[config.mk]
export PLATFORM = sky130hd
export DESIGN_NAME = adder_pipelined
export DESIGN_NICKNAME = d
export VERILOG_FILES = /design/src/rtl/adder_pipelined.sv
export SDC_FILE = /design/constraint.sdc
export NUM_CORES = 1
export LEC_CHECK = 0
export CAP_MARGIN = 15
export CORE_MARGIN = 2
export CORE_UTILIZATION = 40
export CTS_BUF_LIST = sky130_fd_sc_hd__clkbuf_8
export DETAILED_ROUTE_END_ITERATION = 16
export MAX_ROUTING_LAYER = met4
export PLACE_DENSITY = 0.71
export REMOVE_ABC_BUFFERS = 1
export SYNTH_ARGS = -nofsm -noshare
export SYNTH_HDL_FRONTEND = slang
export SYNTH_SLANG_ARGS = --single-unit
[constraint.sdc]
create_clock -name clk -period 2 [get_ports clk]
set_input_delay 0.2 -clock clk [delete_from_list [all_inputs] [get_ports clk]]
set_output_delay 0.2 -clock clk [all_outputs]
set_load 0.02 [all_outputs]
[src/rtl/adder_pipelined.sv]
// ---------------------------------------------------------------------------
// adder_pipelined
//
// Pipelined two's-complement adder/subtractor. The WIDTH-bit carry chain is cut
// into STAGES chunks of CHUNK = WIDTH/STAGES bits. Each stage adds one chunk
// and registers the carry for the next stage. Operand bits that are still
// needed travel forward with the beat. Sum chunks that are already done travel
// forward with the beat too. The pipeline advances as one unit. It stalls
// only when the output slot is full and the consumer is not ready.
//
// Parameters
//   WIDTH   operand/result width (>= 2)
//   STAGES  pipeline depth (1 <= STAGES <= WIDTH, WIDTH % STAGES == 0)
//
// Ports
//   clk        rising-edge clock
//   rst_n      asynchronous active-low reset, drops every beat in flight
//   in_valid   operand beat present
//   in_ready   block can take a beat this cycle (combinational from out_ready)
//   num1       operand A
//   num2       operand B
//   C_in       carry-in, ignored when sub=1
//   sub        0: A+B+C_in, 1: A-B computed as A+~B+1
//   out_valid  result beat present
//   out_ready  consumer takes the result this cycle
//   sum        result modulo 2^WIDTH
//   C_out      carry out of the top bit (for subtract: 1 = no borrow)
//   ovf        signed overflow, present only when ADDER_OVF_EN is defined
//
// Optional feature macro: ADDER_OVF_EN
// ---------------------------------------------------------------------------
module adder_pipelined #(
    parameter int WIDTH  = 32,
    parameter int STAGES = 4
) (
    input  logic             clk,
    input  logic             rst_n,
    input  logic             in_valid,
    output logic             in_ready,
    input  logic [WIDTH-1:0] num1,
    input  logic [WIDTH-1:0] num2,
    input  logic             C_in,
    input  logic             sub,
    output logic             out_valid,
    input  logic             out_ready,
    output logic [WIDTH-1:0] sum,
    output logic             C_out
`ifdef ADDER_OVF_EN
    ,
    output logic             ovf
`endif
);

    localparam int CHUNK = WIDTH / STAGES;

    logic             w_adv;
    logic [WIDTH-1:0] w_numB;

    // Subtraction inverts B here. The +1 enters as the stage-0 carry.
    assign w_numB   = sub ? ~num2 : num2;

    // The whole pipeline moves together whenever the output slot is free or
    // is being drained this cycle.
    assign w_adv    = !out_valid || out_ready;
    assign in_ready = rst_n && w_adv;

    for (genvar s = 0; s < STAGES; s++) begin : g_stage
        // Operand bits still needed by this stage and the stages after it.
        localparam int IN_W = WIDTH - s * CHUNK;

        logic [IN_W-1:0]        w_inA;
        logic [IN_W-1:0]        w_inB;
        logic                   w_inCarry;
        logic                   w_inValid;
        logic [(s+1)*CHUNK-1:0] w_nextSum;
        logic [CHUNK:0]         w_part;

        logic                   r_valid;
        logic                   r_carry;
        logic [(s+1)*CHUNK-1:0] r_sum;

        // Add the lowest remaining chunk, with the carry from the stage below.
        assign w_part = {1'b0, w_inA[CHUNK-1:0]} + {1'b0, w_inB[CHUNK-1:0]}
                      + {{CHUNK{1'b0}}, w_inCarry};

        if (s == 0) begin : g_first
            assign w_inA     = num1;
            assign w_inB     = w_numB;
            assign w_inCarry = sub | C_in;
            assign w_inValid = in_valid && in_ready;
            assign w_nextSum = w_part[CHUNK-1:0];
        end else begin : g_next
            assign w_inA     = g_stage[s-1].g_skew.r_a;
            assign w_inB     = g_stage[s-1].g_skew.r_b;
            assign w_inCarry = g_stage[s-1].r_carry;
            assign w_inValid = g_stage[s-1].r_valid;
            assign w_nextSum = {w_part[CHUNK-1:0], g_stage[s-1].r_sum};
        end

        // Partial sum, carry and valid for this stage. They hold during a stall.
        always_ff @(posedge clk or negedge rst_n) begin
            if (!rst_n) begin
                r_valid <= 1'b0;
                r_carry <= 1'b0;
                r_sum   <= '0;
            end else if (w_adv) begin
                r_valid <= w_inValid;
                r_carry <= w_part[CHUNK];
                r_sum   <= w_nextSum;
            end
        end

        // Operand skew: only the chunks that later stages still need move
        // forward. The last stage has nothing left to forward.
        if (s < STAGES - 1) begin : g_skew
            logic [IN_W-CHUNK-1:0] r_a;
            logic [IN_W-CHUNK-1:0] r_b;

            always_ff @(posedge clk or negedge rst_n) begin
                if (!rst_n) begin
                    r_a <= '0;
                    r_b <= '0;
                end else if (w_adv) begin
                    r_a <= w_inA[IN_W-1:CHUNK];
                    r_b <= w_inB[IN_W-1:CHUNK];
                end
            end
        end
    end

    assign out_valid = g_stage[STAGES-1].r_valid;
    assign sum       = g_stage[STAGES-1].r_sum;
    assign C_out     = g_stage[STAGES-1].r_carry;

`ifdef ADDER_OVF_EN
    logic w_aTop;
    logic w_bTop;
    logic w_sumTop;
    logic r_ovf;

    // Overflow uses the operand sign bits that reach the last stage.
    // It is registered at the same time as the top sum chunk.
    assign w_aTop   = g_stage[STAGES-1].w_inA[CHUNK-1];
    assign w_bTop   = g_stage[STAGES-1].w_inB[CHUNK-1];
    assign w_sumTop = g_stage[STAGES-1].w_part[CHUNK-1];

    always_ff @(posedge clk or negedge rst_n) begin
        if (!rst_n) begin
            r_ovf <= 1'b0;
        end else if (w_adv) begin
            r_ovf <= (w_aTop == w_bTop) && (w_sumTop != w_aTop);
        end
    end

    assign ovf = r_ovf;
`endif

endmodule
==> results.md <==
* Outcome: complete, but fails checks
* Failing checks: negative setup slack
* Metal2 WL at 8320 um
* Total Routed Length at 17200 um
* DP HPWL at 11700 um
* Initial antenna violation count at 1
* Critical path type: flop to flop
* Die area at 22700 um2
* Synth Flop Type: dfrtp_1
* Largest net degree at the start of global routing at 117
* Required arrival time at the worst endpoint at 2.34 ns
* Worst-Margin Slew at 0.638 ns
* GPL Wtd Cong at 0.788
* Setup crit end kind: flop
* YS warnings at 0
* IO buf count at 104
* Endpoint of the worst hold path: g_stage[0].g_skew.r_a[3]
* Final min period at 2.19 ns
* Commonest cells post-synth: 431 x nand2_1, 184 x dfrtp_1, 50 x o21ai_0
* Synth area leader: dfrtp_1
* Setup_tns at -0.880 ns
* Core ar. at 21000 um2
* Number of global-route vias before repair at 6456
* Hold Path Depth at 3
* Synth Cell Area at 8590 um2
* R2R cell count at 6
* Clock Latency Late Sink at 0.46 ns
* Post-placement setup slack at -0.410 ns
* Min-delay src: num1[11]
* Setup violations, final at 6
* Reg2Reg Launch Point: g_stage[2].r_carry
* Hold/Removal Path Class: input port to flop
* I/O pin total at 105
* Period Utilization, post-route at 1.10
* Final hold vios at 0
* Core Rows at 53
* TritonCTS clock tree: done
* Chip Width at 151 um
* Leakage at 0.00502 uW
* Distinct cells, synth at 39
* Slew HR at 0.575
* Final worst slack at -0.193 ns
* WP data arrival at 2.53 ns
* Number of max-cap violations at 0
* R2R Path End: C_out
* Average size of a mapped cell at 9.26 um2
* Post-route ant nets at 0
* Top cells by area, synth: dfrtp_1 54%, nand2_1 19%, ha_1 4.1%
* Max-slew violation count at 0
* M1 WL at 8040 um
* Via/cell ratio at 4.80
* Die H at 151 um
* Overflow after GRT at 0
* Cells after Synth at 928
* Post-synthesis sequential area ratio at 0.536
* First drt pass iteration count at 4
* Async S/R FF share, synth at 1.00
* First-pass GRT wire length at 29700 um
* Critical path peak fanout at 2
* Max Freq at 456 MHz
* Inserted Clock Buffers at 17
* Worst path slowest cell: dfrtp_1
* Share of the synthesized area in the top cell type at 0.536
* Final net count at 1153
* CP cell instances: fa_2, fa_2, a211oi_4, nor2_2, o31a_1, o31a_1
* Initial Utilization at 0.409
* Htree depth at 4
* Maximum VDD drop at 592 uV
* Most common cell in the synthesized netlist: nand2_1
* DR WL met3 at 602 um
* CP peak stage delay at 0.42 ns
* Root buf cell: clkbuf_8
* Clock tree sinks at 184
* Clock transition at path regs at 0.09 ns
* CTS max path bufs at 2
* Yosys reg bits at 184
* Unrepaired setup endpoints after global routing: true
* Drt drc at 0
* 1st-iter DRT viols at 342
* EDFF count, synth at 0
* Worst Skew at 0.0115 ns
* Wirelength per Cell at 12.9 um
* Gr usage total at 0.167
* Share of layout cells above drive strength 1 at 0.0859
* Worst R2R Setup Slack at -0.19 ns
* DR top layer: met4
* P per Cell Area at 1480 nW/um2
* Area growth syn-to-layout at 23.0%
* Startpoint types: flop
* Via Count at 6409
[worst max-delay path: cells and delay by family (launching register included)]
kind	cells	cell delay, ns
adders and majority gates	2	0.81
and+or+nand+nor	1	0.07
AOI/OAI and AO/OA	3	0.78
DFF	1	0.42
[area by class of cell]
class | instances | area [um2]
diodes | 1 | 2.50
repair buffers | 147 | 1440
flip-flops and latches | 184 | 4600
fillers | 1973 | 10500
inverters | 3 | 11.3
well taps | 275 | 344
clock inverters | 11 | 85.1
multi-input cells | 694 | 3800
clock buffers | 20 | 275
[metrics by stage]
step           total power [uW]  utilization  area, um2  std cells  hold slack (ns)
2_1_floorplan             10700            -       8350        881          -0.0956
3_3_place_gp              12900        0.481      10100       1298            0.350
3_5_place_dp              13100        0.481      10100       1298            0.352
4_1_cts                   15600        0.501      10500       1334            0.232
5_1_grt                   17000        0.503      10600       1335            0.233
6_report                  15600        0.503      10600       1335            0.261
[registers in the layout (all words and copies together), names as in the netlist]
register / flops
C_out: 1
g_stage.g_skew.r_a: 48
g_stage.g_skew.r_b: 48
g_stage.r_carry: 3
g_stage.r_sum: 48
g_stage.r_valid: 3
out_valid: 1
sum: 32
[routing by layer]
metal,track usage,up-vias
li1,-,3255
met5,-,-
met2,0.270,100
met1,0.213,3034
met4,0.0533,0
met3,0.0309,20
[timing repair]
item                                   4_1_cts  5_1_grt
pin swaps                                   12       12
setup buffers                                5        1
hold buffers                                 1        0
endpoints found under the hold margin      114        0
setup endpoints to repair                   10       10
gates resized for setup                     10        8
[logic make-up (layout without fill, tap and decap cells)]
| kind of cell | Yosys count | count (layout) | synth area share |
|---|---|---|---|
| AO/OA/AOI/OAI | 119 | 119 | 0.0916 |
| other | 0 | 1 | 0 |
| XOR/XNOR | 36 | 36 | 0.0367 |
| buffers and inverters | 50 | 181 | 0.0297 |
| adder cells (fa/ha/maj) | 36 | 36 | 0.0594 |
| AND/OR/NAND/NOR | 496 | 496 | 0.239 |
| flip-flops | 184 | 184 | 0.536 |
| multiplexers | 7 | 7 | 0.00815 |
[worst max path at each step]
| stage | to | slack [ns] | cells after the start | start |
|---|---|---|---|---|
| global route | g_stage[1].r_carry | -0.26 | 6 | g_stage[0].g_skew.r_b[0] |
| finish | C_out | -0.19 | 6 | g_stage[2].r_carry |
| detailed placement | g_stage[0].r_sum[6] | -0.41 | 9 | C_in |
| CTS | g_stage[1].r_carry | -0.22 | 6 | g_stage[0].r_carry |
| global placement | g_stage[0].r_sum[6] | -0.40 | 9 | C_in |
| floorplan | g_stage[0].r_sum[7] | -1.98 | 4 | out_valid |
[report_power, final]
part	internal (uW)	switching, uW	total [uW]	leakage, uW
sequential	5340	908	6250	0.00220
clock	1060	1270	2330	0.000193
combinational	3280	3750	7030	0.00263
total	9680	5930	15600	0.00502
[cells in the final DEF, fill, tap and decap left out, types with 2 or more instances in the layout]
cell type,netlist,layout
a211oi_1,16,12
a211oi_2,3,6
a21o_1,8,8
a21oi_1,7,7
a221oi_1,4,4
buf_12,0,6
buf_4,2,35
clkbuf_8,0,21
clkdlybuf4s50_1,0,101
clkinvlp_4,0,3
dfrtp_1,184,184
fa_2,0,8
ha_1,28,28
inv_1,3,8
mux2i_1,7,7
nand2_1,431,431
nand2b_1,8,7
nand3_1,6,6
nor2_1,6,5
nor3_1,8,8
nor3b_1,23,23
nor4b_1,4,4
o21a_1,6,6
o21ai_0,50,50
o21bai_1,7,7
o22a_1,3,3
o31a_1,7,7
o31ai_1,6,4
o31ai_2,0,2
or4b_1,3,3
xnor2_1,27,27
xor2_1,9,9
(Power assumes the default switching activity.)
